===== src/rtl/sdes_pkg.sv =====
`default_nettype none
// ============================================================================
// Module  : sdes_pkg
// Purpose : Shared types and widths for the S-DES job scheduler
// Rev     : 1.0
// ============================================================================
package sdes_pkg;

  localparam int KEY_W = 10;
  localparam int BLK_W = 8;

  localparam logic MODE_ENC = 1'b0;
  localparam logic MODE_DEC = 1'b1;

  typedef enum logic [1:0] {
    ST_IDLE  = 2'd0,
    ST_ISSUE = 2'd1,
    ST_WAIT  = 2'd2,
    ST_RESP  = 2'd3
  } sched_state_t;

endpackage
`default_nettype wire


===== src/rtl/sdes_rr_arb2.sv =====
`default_nettype none
// ============================================================================
// Module  : sdes_rr_arb2
// Purpose : Two-requester round-robin arbiter with one registered priority bit
// Rev     : 1.0
// ============================================================================
module sdes_rr_arb2 (
  input  logic       clk,
  input  logic       rst,
  input  logic [1:0] i_req,
  input  logic       i_advance,
  output logic [1:0] o_gnt
);

  // High means requester 1 wins a tie.
  logic r_prio;

  always_comb begin
    o_gnt = i_req;
    if (i_req == 2'b11) begin
      o_gnt = r_prio ? 2'b10 : 2'b01;
    end
  end

  always_ff @(posedge clk or posedge rst) begin
    if (rst) begin
      r_prio <= 1'b0;
    end else if (i_advance && (|o_gnt)) begin
      r_prio <= o_gnt[0];
    end
  end

endmodule
`default_nettype wire


===== src/rtl/sdes_job_sched.sv =====
`default_nettype none
// ============================================================================
// Module  : sdes_job_sched
// Purpose : Shares one S-DES core between two requesters, one job at a time
// Rev     : 1.0
// ============================================================================
module sdes_job_sched
  import sdes_pkg::*;
#(
  parameter int CORE_LAT = 4
) (
  input  logic             clk,
  input  logic             rst,
  input  logic             i_cfg_key_vld,
  input  logic [KEY_W-1:0] i_cfg_key,
  input  logic             i_req0_vld,
  input  logic             i_req1_vld,
  output logic             o_req0_rdy,
  output logic             o_req1_rdy,
  input  logic             i_req0_mode,
  input  logic             i_req1_mode,
  input  logic [BLK_W-1:0] i_req0_data,
  input  logic [BLK_W-1:0] i_req1_data,
  output logic             o_rsp0_vld,
  output logic             o_rsp1_vld,
  input  logic             i_rsp0_rdy,
  input  logic             i_rsp1_rdy,
  output logic [BLK_W-1:0] o_rsp_data,
  output logic [KEY_W-1:0] o_core_key,
  output logic             o_core_en_enc,
  output logic             o_core_en_dec,
  output logic [BLK_W-1:0] o_core_enc_pln_txt,
  output logic [BLK_W-1:0] o_core_dec_cipher_text,
  input  logic [BLK_W-1:0] i_core_enc_cipher_text,
  input  logic [BLK_W-1:0] i_core_dec_pln_txt,
  output logic             o_busy,
  output logic [15:0]      o_job_cnt
);

  localparam logic [1:0] c_IDLE     = ST_IDLE;
  localparam logic [1:0] c_ISSUE    = ST_ISSUE;
  localparam logic [1:0] c_WAIT     = ST_WAIT;
  localparam logic [1:0] c_RESP     = ST_RESP;
  localparam logic [3:0] c_LAT_LAST = 4'(CORE_LAT - 1);

  logic [1:0]       r_state;
  logic [3:0]       r_lat_cnt;
  logic [KEY_W-1:0] r_key;
  logic [KEY_W-1:0] r_key_pend_val;
  logic             r_key_pend;
  logic             r_mode;
  logic             r_owner;
  logic [BLK_W-1:0] r_data;
  logic [BLK_W-1:0] r_rsp_data;
  logic [15:0]      r_job_cnt;

  logic             w_idle;
  logic             w_key_load;
  logic [1:0]       w_arb_req;
  logic [1:0]       w_gnt;
  logic             w_accept;
  logic             w_capture;
  logic             w_rsp_take;

  // A key load owns the IDLE cycle, so the arbiter sees no requests then.
  assign w_idle     = (r_state == c_IDLE);
  assign w_key_load = w_idle && (i_cfg_key_vld || r_key_pend);
  assign w_arb_req  = (w_idle && !w_key_load) ? {i_req1_vld, i_req0_vld} : 2'b00;
  assign w_accept   = |w_gnt;
  assign w_capture  = (r_state == c_WAIT) && (r_lat_cnt == c_LAT_LAST);
  assign w_rsp_take = (r_state == c_RESP) && (r_owner ? i_rsp1_rdy : i_rsp0_rdy);

  sdes_rr_arb2 u_arb (
    .clk       (clk),
    .rst       (rst),
    .i_req     (w_arb_req),
    .i_advance (w_accept),
    .o_gnt     (w_gnt)
  );

  always_ff @(posedge clk or posedge rst) begin
    if (rst) begin
      r_state   <= c_IDLE;
      r_lat_cnt <= 4'd0;
    end else begin
      case (r_state)
        c_IDLE:  if (w_accept) r_state <= c_ISSUE;
        c_ISSUE: begin
          r_lat_cnt <= 4'd0;
          r_state   <= c_WAIT;
        end
        c_WAIT: begin
          if (w_capture) r_state <= c_RESP;
          else           r_lat_cnt <= r_lat_cnt + 4'd1;
        end
        c_RESP:  if (w_rsp_take) r_state <= c_IDLE;
        default: r_state <= c_IDLE;
      endcase
    end
  end

  always_ff @(posedge clk or posedge rst) begin
    if (rst) begin
      r_mode  <= MODE_ENC;
      r_owner <= 1'b0;
      r_data  <= '0;
    end else if (w_accept) begin
      r_mode  <= w_gnt[1] ? i_req1_mode : i_req0_mode;
      r_owner <= w_gnt[1];
      r_data  <= w_gnt[1] ? i_req1_data : i_req0_data;
    end
  end

  always_ff @(posedge clk or posedge rst) begin
    if (rst) begin
      r_rsp_data <= '0;
      r_job_cnt  <= 16'd0;
    end else begin
      if (w_capture) begin
        r_rsp_data <= (r_mode == MODE_DEC) ? i_core_dec_pln_txt : i_core_enc_cipher_text;
      end
      if (w_rsp_take) begin
        r_job_cnt <= r_job_cnt + 16'd1;
      end
    end
  end

  // Writes outside IDLE are parked; the newest write wins.
  always_ff @(posedge clk or posedge rst) begin
    if (rst) begin
      r_key          <= '0;
      r_key_pend     <= 1'b0;
      r_key_pend_val <= '0;
    end else if (w_key_load) begin
      r_key      <= i_cfg_key_vld ? i_cfg_key : r_key_pend_val;
      r_key_pend <= 1'b0;
    end else if (i_cfg_key_vld) begin
      r_key_pend     <= 1'b1;
      r_key_pend_val <= i_cfg_key;
    end
  end

  assign o_req0_rdy             = w_gnt[0];
  assign o_req1_rdy             = w_gnt[1];
  assign o_rsp0_vld             = (r_state == c_RESP) && !r_owner;
  assign o_rsp1_vld             = (r_state == c_RESP) && r_owner;
  assign o_rsp_data             = r_rsp_data;
  assign o_core_key             = r_key;
  assign o_core_en_enc          = (r_state == c_ISSUE) && (r_mode == MODE_ENC);
  assign o_core_en_dec          = (r_state == c_ISSUE) && (r_mode == MODE_DEC);
  assign o_core_enc_pln_txt     = r_data;
  assign o_core_dec_cipher_text = r_data;
  assign o_busy                 = !w_idle;
  assign o_job_cnt              = r_job_cnt;

endmodule
`default_nettype wire


===== config.mk =====
export PLATFORM = sky130hd
export DESIGN_NAME = sdes_job_sched
export DESIGN_NICKNAME = d
export VERILOG_FILES = /design/src/rtl/sdes_pkg.sv /design/src/rtl/sdes_rr_arb2.sv /design/src/rtl/sdes_job_sched.sv
export SDC_FILE = /design/constraint.sdc
export NUM_CORES = 1
export LEC_CHECK = 0
export ABC_AREA = 1
export CAP_MARGIN = 20
export CORE_MARGIN = 2
export CORE_UTILIZATION = 37
export DETAILED_ROUTE_END_ITERATION = 12
export GPL_ROUTABILITY_DRIVEN = 0
export PLACE_DENSITY = 0.76
export SYNTH_ARGS = -nofsm -noshare
export SYNTH_HDL_FRONTEND = slang
export SYNTH_HIERARCHICAL = 1
export SYNTH_SLANG_ARGS = --single-unit

===== constraint.sdc =====
create_clock -name clk -period 2.6 [get_ports clk]
set_input_delay 0.65 -clock clk [delete_from_list [all_inputs] [get_ports clk]]
set_output_delay 0.65 -clock clk [all_outputs]
set_load 0.01 [all_outputs]

Word-level counts from Yosys, hierarchy flattened
Cells that the tools add are included.
Word-level totals
  flip-flop bits (word level): 62
  latch bits: 0
  memory bits (writable): 0
  memory bits (read-only): 0
  bits of input ports: 51
  output and inout port bits: 57
  logic and storage cells: 57
  memories: 0
Cells by class
  $add $sub $neg: 2
  $mul: 0
  divide/modulo/power cells: 0
  order comparisons: 0
  equality and inequality tests: 9
  shift-type cells: 0
  multiplexer cells: 16
  bitwise gates (word level): 1
  reduce and logical (&&, ||, !) cells: 18
Operator list (count)
  $add A16 B1 Y16 const B: 1
  $mux W8: 2
  $mux W2: 6
  $mux W10: 1
  $logic_and A1 B1 Y1: 8
  $pmux W2 S4: 1
  $pmux W4 S2: 1
  $eq A2 B2 Y1 const B: 3
  $ne A2 B2 Y1 const B: 3
  $add A4 B1 Y4 const B: 1
  $eq A4 B2 Y1 const B: 1
  $mux W1: 4
  $mux W4: 1
  $reduce_bool A2 Y1: 2
  $logic_not A1 Y1: 3
  $reduce_and A3 Y1: 1
  $eq A2 B1 Y1 const B: 1
  $logic_not A2 Y1: 1
  $ne A2 B1 Y1 const B: 1
  $reduce_and A2 Y1: 1
  $reduce_or A2 Y1: 1
  $logic_or A1 B1 Y1: 1
  $not A1 Y1: 1

Logic depth before layout (Yosys ltp)
  depth after elaboration: 10
  gate-level depth with buffers: 10
  depth with buffers taken out: 9

Hierarchy
The synthesis kept the hierarchy.
Modules (own cells, without submodules)
  sdes_job_sched: times used 1, cells an instance 400, area each 3139.3 um2
  sdes_rr_arb2: times used 1, cells an instance 9, area each 63.8 um2

Least setup slack after synthesis
Ideal clock, no wire load.
  path kind: in2reg
  start: in i_cfg_key_vld
  end: reg u_arb.r_prio
  arrival time: 2.011 ns
  data required time: 2.483 ns
  path slack: 0.471 ns
  stages on the path: 9
  path buffers: 1
  path through: nor2_1 and3_1 a21boi_0 nor2_1 clkbuf_1 inv_1 nand2_1 nand2_1 nand2_1
On the way
  cells in the longest elaborated chain, start to end: 8
RTL lines
  from (decl): RTL line sdes_job_sched.sv:14  | input logic i_cfg_key_vld,
  $logic_or A1 B1 Y1 (*): RTL line sdes_job_sched.sv:67  | assign w_key_load = w_idle && (i_cfg_key_vld || r_key_pend);
  $logic_and A1 B1 Y1 (*): RTL line sdes_job_sched.sv:67
  $logic_not A1 Y1 (*): RTL line sdes_job_sched.sv:68  | assign w_arb_req = (w_idle && !w_key_load) ? {i_req1_vld, i_req0_vld} : 2'b00;
  $logic_and A1 B1 Y1 (*): RTL line sdes_job_sched.sv:68
  $mux W2 (*): RTL line sdes_job_sched.sv:68
  via w_arb_req[0]: RTL line sdes_job_sched.sv:59  | logic [1:0] w_arb_req;
  $eq A2 B2 Y1: RTL line sdes_rr_arb2.sv:20  | if (i_req == 2'b11) begin
  $mux W2 (*): RTL line sdes_rr_arb2.sv:20
  via o_req0_rdy: RTL line sdes_job_sched.sv:18  | output logic o_req0_rdy,
  $reduce_or A2 Y1 (*): RTL line sdes_job_sched.sv:69  | assign w_accept = |w_gnt;
  via w_accept: RTL line sdes_job_sched.sv:61  | logic w_accept;
  to (signal assigned): RTL line sdes_rr_arb2.sv:29  | r_prio <= o_gnt[0];
  to (decl): RTL line sdes_rr_arb2.sv:16  | logic r_prio;
The timed path passes the listed nets; every way through them passes the cells marked *.
A chain may end at the register's enable or synchronous reset.

Worst setup path after layout
  start: in i_cfg_key_vld
  end: out o_req1_rdy
On the way
  cells in the longest elaborated chain, start to end: 7
RTL lines
  $logic_or A1 B1 Y1: RTL line sdes_job_sched.sv:67
  $logic_and A1 B1 Y1: RTL line sdes_job_sched.sv:67
  $logic_not A1 Y1: RTL line sdes_job_sched.sv:68
  $logic_and A1 B1 Y1: RTL line sdes_job_sched.sv:68
  $mux W2: RTL line sdes_job_sched.sv:68
  via w_arb_req[0]: RTL line sdes_job_sched.sv:59
  $eq A2 B2 Y1: RTL line sdes_rr_arb2.sv:20
  $mux W2: RTL line sdes_rr_arb2.sv:20
  to (decl): RTL line sdes_job_sched.sv:19  | output logic o_req1_rdy,
The timed path passes the listed nets, and every way through them passes these cells.

==> out/metrics.yaml <==
antenna_found_initial: 0
fin_cells: 628
dp_hpwl_mm: 5.47
numCtsBuffers: 9
syn_to_final_growth_pct: 44.8
clkSinkCount: 62
fmax_mhz: 396
synth_warnings: 6
dr.pass1.iters: 4
maxCapViolations: 0
globalRouteTotalUtil_pct: 16.3
start_util_pct: 38.6
yosys.area.top_type_share_pct: 48.4
cts-root-buf: "clkbuf_8"
slew_viol_final: 0
seqPwrFrac_pct: 34.7
swShare_pct: 34.8
num_vias: 2896
postCtsSetupRepairBufs: 0
arrival_ns: 1.87
routed_wl_mm: 7.31
syn_area_mm2: 0.00320
crit_required_ns: 1.95
clkPwrFrac_pct: 23.4
endpoint_kind: "primary output"
rsz0062_at_grt: "false"
final_layout_size_suffix_gt1_share_pct: 8.22
status: "completed"
grt_pass1_vias: 2878
hold_viol: 0
clockBufferDepth: 2
grt_pass1_wl_mm: 12.6
place_inst: 612
worstSetupPathType: "primary input to primary output"
port_buffers: 107
yosysSeqAreaShare_pct: 48.4
route.antenna.remaining_nets: 0
fp.dieH_um: 97.0
combPwrFrac_pct: 41.9
power_density_mw_per_mm2: 978
peakVddDrop_uv: 608
fin_crit_sh_pct: 97.1
synth.ff_latch_count: 62
pre_cts_slack_ns: -0.486
hold_slack_ns: 0.477
fin_crit_ns: 2.52
cp_max_fo: 3
syn_avg_cell_area_um2: 7.83
h-tree-depth: 3
dieArea_mm2: 0.00942
final_cell_mix: "nand2_1, clkdlybuf4s50_1, dfrtp_1, inv_1, o21ai_0"
finalSetupViolCount: 0
syn_nets: 467
setup_tns_ns: 0
cts_tree: "yes"
worstHoldPathType: "flop to flop"
intPower_mw: 2.96
yosys.area.top_type: "dfrtp_1"
clkTransAtPathRegs_ns: 0.06
via_per_inst: 4.61
p_leak_nw: 2.31
grt_max_degree: 33
die_x_um: 97.0
drc: 0
nets: 576
yosys-top-cells-area: "dfrtp_1, nand2_1, inv_1"
coreArea_mm2: 0.00830
avgRoutedWirePerCell_um: 11.6
clk_latency_ns: 0.34
grt-ovfl-total: 0
layout_commonest_cell: "nand2_1"
worst_slack_ns: 0.0753
relSlewSlack_pct: 47.0
skew_ns: 0.00930
diodes: 0
io_pins: 108
netlist_instances: 409
rows: 33
cp-start-kind: "primary input"
drt_iter0_markers: 91
tightest_slew_ns: 0.792
netlist-cell-type-count: 30
p_sw_mw: 1.58
power by group through the flow:
stage / logic [mW] / registers, mW / clock network, mW
2_1_floorplan: 1.00 / 1.62 / 0
5_1_grt: 2.11 / 1.63 / 1.12
3_3_place_gp: 1.84 / 1.57 / 0
4_1_cts: 1.92 / 1.58 / 1.08
3_5_place_dp: 1.91 / 1.58 / 0
6_report: 1.90 / 1.57 / 1.06
flip-flops by register name (all words and copies together), names as in the netlist:
signal / count
r_owner: 1
o_job_cnt: 16
r_state: 2
o_core_key: 10
r_key_pend_val: 10
o_core_dec_cipher_text: 8
o_rsp_data: 8
r_key_pend: 1
r_lat_cnt: 4
u_arb/r_prio: 1
r_mode: 1
final timing paths:
path	start	end	slack, ns	depth (start not counted)
max	i_cfg_key_vld	o_req1_rdy	0.08	6
min	o_core_key[7]	o_core_key[7]	0.48	2
max reg2reg	r_state[0]	r_key_pend_val[7]	0.43	9
min reg2reg	o_core_key[7]	o_core_key[7]	0.48	2
max in group asynchronous	rst	r_key_pend_val[2]	1.44	3
min in group asynchronous	rst	u_arb/r_prio	0.49	2
layout make-up:
| class | instances | area, µm² |
|---|---|---|
| Inverter | 50 | 188 |
| Tap cell | 105 | 131 |
| Clock buffer | 13 | 159 |
| Clock inverter | 3 | 90.1 |
| Sequential cell | 62 | 1550 |
| Fill cell | 773 | 3660 |
| Timing Repair Buffer | 117 | 1150 |
| Multi-Input combinational cell | 278 | 1370 |
worst max-delay path: stages:
cell             delay [ns]
clkdlybuf4s50_1        0.55
nor2_4                 0.06
and3_1                 0.16
buf_4                  0.13
a21boi_1               0.17
buf_2                  0.16
Yosys cell counts:
library cell and number:
nand2_1 161, dfrtp_1 62, inv_1 49, o21ai_0 27, nor2_1 21, nand3_1 18
o21ai_1 10, buf_2 8, buf_4 8, ha_1 7, nand3b_1 6, xor2_1 6
clkbuf_1 3, and3_1 2, nand2_2 2, nand4_1 2, nor2_2 2, nor2_8 2
o22ai_1 2, a21boi_0 1, a21boi_1 1, inv_2 1, nand2_4 1, nand3_4 1
nand4_2 1, nor2_4 1, o21bai_1 1, or2_2 1, xnor2_1 1, xor2_2 1
metrics by stage:
| step | area, µm² | util, % | power (mW) |
|---|---|---|---|
| floorplan | 3200 | - | 2.62 |
| global placement | 4380 | 52.8 | 3.41 |
| detailed placement | 4380 | 52.8 | 3.49 |
| CTS | 4640 | 55.9 | 4.58 |
| global route | 4640 | 55.9 | 4.85 |
| finish | 4640 | 55.9 | 4.54 |
cells by family (layout without fill, tap and decap cells):
kind of cell,count (synthesis),in the layout,synth area share [%]
compound gates,42,42,6.88
xor+xnor,8,8,2.42
fa+ha+maj,7,7,2.73
buf+inv,69,183,9.34
flops,62,62,48.4
simple gates,221,221,30.2
what timing repair did:
| action | CTS | global route |
|---|---|---|
| pin swaps | 1 | 0 |
| resized for setup | 10 | 2 |
| hold buffers | 0 | 0 |
| gates cloned | 0 | 0 |
| endpoints found under the setup margin | 2 | 1 |
metal layers:
layer  share of wire, %  routed length [µm]  up-vias  global-route usage (%)
li1                   -                   -     1477                       -
met1                 44                3220     1324                    19.6
met2                 48                3500       84                    27.5
met3                6.4                 471       11                    4.26
met4                1.7                 127        0                    7.15
met5                  0                   0        -                       0
(Power assumes the default switching activity.)
==> edit 1, RTL diff (config.mk and constraints unchanged) <==
The package constant `KEY_W` goes from 10 to 20.
--- a/src/rtl/sdes_pkg.sv
+++ b/src/rtl/sdes_pkg.sv
@@ -6,7 +6,7 @@
 // ============================================================================
 package sdes_pkg;
 
-  localparam int KEY_W = 10;
+  localparam int KEY_W = 20;
   localparam int BLK_W = 8;
 
   localparam logic MODE_ENC = 1'b0;
Ports: changed (resized i_cfg_key and o_core_key); port bits go from 108 to 128. The function was not compared with the original's and may differ.
==> edit 1 against the unedited design <==
Worst hold slack barely moved; total power grew 22%; cell area is 23% higher; sequential cell count up 20; fmax increased by 2.7%; global-route usage grew 0.82 points; wire length up 34%; synthesized cell count increased by 25%; area after synthesis up 28%; clock skew is 0.0036 ns lower; setup slack better by 0.067 ns; largest cell class unchanged; largest power group unchanged; highest routed layer unchanged.
==> edit 1: results <==
place:
  hpwlAfterDp_um: 7290
  io_buffers: 127
  dp_slack_ns: -0.378
cts:
  numCtsBuffers: 9
  cts_max_level: 3
  clkLatencyLatePin_ns: 0.35
  clockBufferDepth: 2
  clk_pin_slew_ns: 0.09
yosys:
  ys_types: 33
  ys_top_cells_by_area: "dfrtp_1, nand2_1, inv_1"
  ys_top_cells_by_count: "nand2_1, dfrtp_1, inv_1, o21ai_0, o21ai_1"
  synth.yosys.seq_area_share_pct: 50.1
  synthesis.nets: 580
  async_reset_ff_share_pct: 100
  synth-warning-count: 6
hold_path:
  whs_path_depth: 2
  hold_end: "o_core_key[13]"
  hold_start: "o_core_key[13]"
  min_path_type: "register to register"
global_routing:
  grt_use_total_pct: 17.1
  gr-usage-met1_pct: 20.6
  grt_util_met2_pct: 29.9
  grt_pass1_wl_um: 16100
  met3_usage_pct: 5.20
  antenna_found_initial: 0
  grt_pass1_vias: 3581
  grt_max_degree: 82
sta:
  skew_ns: 0.00572
  relSlewSlack_pct: 72.3
  worst_slack_ns: 0.142
routing:
  route.met3.wl_um: 647
  first_pass_iters: 4
  via_per_inst: 4.68
  dr_wl_met2_um: 5040
  drt-initial-drc-count: 188
  wirelength_met1_um: 4040
  highest_layer: "met4"
  totalWireLength_um: 9830
status:
  status: "finished, final reports clean"
critical_path:
  cpPeakStageDelay_ns: 0.54
  setup.worst_path.start_class: "register"
  critPathCapture: "o_core_en_enc"
  cp_top_family: "buffers and inverters"
  timing.rr.start: "r_state[1]"
  worstPathArrival_ns: 1.81
  ff2ff_setup_slack_ns: 0.65
  worstSetupStartpoint: "r_state[1]"
  r2r_end: "r_state[0]"
  cp_max_fo: 4
  rr_worst_depth: 11
  slowest_stage: "clkdlybuf4s50_1"
pwr:
  p_leak_uw: 0.00269
  irDropWorstVdd_v: 0.000457
cells_and_area:
  diodes: 0
  drive_above_1_share_pct: 9.20
  fin_nets: 704
[edit 1: cell count changes after synthesis, sizes merged, moves of 6 or more]
cell,delta
buf,+6
o21ai,+24
dfrtp,+20
nand2,+40
inv,+8
[edit 1: timing repair]
item / in CTS / in global routing
cloned: 0 / 0
gates resized for setup: 9 / 1
buffers inserted: 0 / 1
endpoints found under the setup margin: 2 / 3
endpoints found under the hold margin: 0 / 0
[edit 1: power by group]
group	switching (µW)	total, µW	internal (µW)
clock network	484	940	456
registers	300	2080	1780
logic	1310	2530	1220
total	2100	5550	3460
[edit 1: layout make-up]
| type | instances | area [µm²] |
|---|---|---|
| timing repair buffer | 138 | 1380 |
| inverter | 58 | 234 |
| sequential | 82 | 2050 |
| clock buffer | 10 | 128 |
| tap | 140 | 175 |
| fill | 1016 | 5100 |
| clock inverter | 6 | 73.8 |
| multi-input combinational | 347 | 1650 |
[edit 1: kinds of logic after synthesis]
kind of cell,after synthesis,synth area share (%)
simple gates,261,26.9
buf+inv,83,9.60
flops,82,50.1
compound gates,68,8.68
xor+xnor,11,2.54
fa+ha+maj,7,2.14
[edit 1: metrics by stage]
stage | cells | hold WS [ns] | cell area (µm²) | TNS [ns] | total power [µW]
floorplan | 512 | 0.379 | 4100 | 0 | 3510
global placement | 764 | 0.453 | 5480 | -0.815 | 4530
detailed placement | 764 | 0.461 | 5480 | -0.752 | 4640
CTS | 780 | 0.483 | 5690 | 0 | 5610
global route | 781 | 0.502 | 5700 | 0 | 5990
finish | 781 | 0.477 | 5700 | 0 | 5550
[edit 1: worst reg2reg max path: cells and delay by family, from the launching register on]
| kind | cells | cell delay [ns] |
|---|---|---|
| flops | 1 | 0.40 |
| simple gates | 3 | 0.33 |
| buf+inv | 4 | 0.56 |
| fa+ha+maj | 1 | 0.20 |
| compound gates | 3 | 0.35 |
==> edit 2, RTL diff (config.mk and constraints unchanged) <==
Made on the original files. Make the reset (`rst`) synchronous in 5 clocked blocks.
--- a/src/rtl/sdes_rr_arb2.sv
+++ b/src/rtl/sdes_rr_arb2.sv
@@ -22,7 +22,7 @@
     end
   end
 
-  always_ff @(posedge clk or posedge rst) begin
+  always_ff @(posedge clk) begin
     if (rst) begin
       r_prio <= 1'b0;
     end else if (i_advance && (|o_gnt)) begin
--- a/src/rtl/sdes_job_sched.sv
+++ b/src/rtl/sdes_job_sched.sv
@@ -78,7 +78,7 @@
     .o_gnt     (w_gnt)
   );
 
-  always_ff @(posedge clk or posedge rst) begin
+  always_ff @(posedge clk) begin
     if (rst) begin
       r_state   <= c_IDLE;
       r_lat_cnt <= 4'd0;
@@ -99,7 +99,7 @@
     end
   end
 
-  always_ff @(posedge clk or posedge rst) begin
+  always_ff @(posedge clk) begin
     if (rst) begin
       r_mode  <= MODE_ENC;
       r_owner <= 1'b0;
@@ -111,7 +111,7 @@
     end
   end
 
-  always_ff @(posedge clk or posedge rst) begin
+  always_ff @(posedge clk) begin
     if (rst) begin
       r_rsp_data <= '0;
       r_job_cnt  <= 16'd0;
@@ -126,7 +126,7 @@
   end
 
   // Writes outside IDLE are parked; the newest write wins.
-  always_ff @(posedge clk or posedge rst) begin
+  always_ff @(posedge clk) begin
     if (rst) begin
       r_key          <= '0;
       r_key_pend     <= 1'b0;
Behaviour: differs if rst is asserted again (counterexample within 4 cycles, from zero or initial values and one cycle with rst high); with rst held inactive, the same outputs for 10 cycles.
==> edit 2 against the unedited design <==
Wire length grew 5.2%; global-route usage grew 1.2 points; total power fell by 25%; largest cell class is now multi-input combinational cells; sequential cell count is the same; cell area down 2.9%; critical path depth down 1; cell count rose by 6.7%; sequential power down 23%; largest power group unchanged; combinational power down 33%; highest routed layer unchanged; non-clock buffer count up 2; area after synthesis fell by 3.8%; fmax increased by 3.6%; setup slack better by 0.087 ns; critical endpoint is now o_busy.
==> edit 2: results <==
place:
  hpwlAfterDp_um: 5660
  dp_slack_ns: -0.492
cells_and_area:
  largest_register_ffs: 16
  drive_above_1_share_pct: 10.4
  fill_cells: 771
yosys:
  synthXorXnorAreaFrac_pct: 0.284
  synth_fa_ha_area_share_pct: 2.84
  ys_top_cells_by_area: "dfxtp_1, nand2_1, nor2_1"
  synth_compound_area_share_pct: 14.0
  async_reset_ff_share_pct: 0
  synth.yosys.seq_area_share_pct: 40.3
  ys_top_cells_by_count: "nand2_1, dfxtp_1, nor2_1, inv_1, a21oi_1"
  syn_inst: 454
pwr:
  pg_comb_uw: 1270
  irDropWorstVdd_v: 0.000331
  power.switching_uw: 1150
  p_leak_uw: 0.00191
routing:
  via_per_inst: 4.72
  drt-initial-drc-count: 81
  route.met3.wl_um: 489
  vias: 3162
  totalWireLength_um: 7690
  dr_wl_met2_um: 3720
critical_path:
  worstPathArrival_ns: 1.79
  ff2ff_setup_slack_ns: 0.57
  cp_max_fo: 4
global_routing:
  grt_pass1_vias: 2886
  grt_max_degree: 34
  grt_pass1_wl_um: 12500
  grt_use_total_pct: 17.5
  gr-usage-met1_pct: 20.2
  grt_util_met2_pct: 30.6
  met3_usage_pct: 5.14
sta:
  period_minus_slack_ns: 2.44
  skew_ns: 0.00853
status:
  status: "finished, final reports clean"
[edit 2: metrics by stage]
step	TNS, ns	area [µm²]
6_report	0	4500
5_1_grt	0	4500
4_1_cts	-0.0374	4490
3_5_place_dp	-0.793	4250
3_3_place_gp	-0.716	4250
2_1_floorplan	0	3080
[edit 2: what timing repair did]
item | 4_1_cts | 5_1_grt
gates resized for setup | 10 | 6
pin swaps | 1 | 2
endpoints found under the setup margin | 2 | 3
setup buffers | 0 | 1
[edit 2: area by class of cell]
type	count	area [µm²]	area share [%]
clock buffer	10	138	3.06
timing repair buffer	119	1170	25.9
tap	105	131	2.92
inverter	60	225	5.00
multi-input combinational	308	1510	33.6
sequential	62	1240	27.6
clock inverter	6	85.1	1.89
[edit 2: worst paths after layout]
kind / from / end / depth (start not counted)
setup reg to reg: r_state[0] / o_core_dec_cipher_text[5] / 12
setup / recovery: r_state[0] / o_busy / 5
hold / removal: r_key_pend_val[0] / r_key_pend_val[0] / 2
hold reg to reg: r_key_pend_val[0] / r_key_pend_val[0] / 2
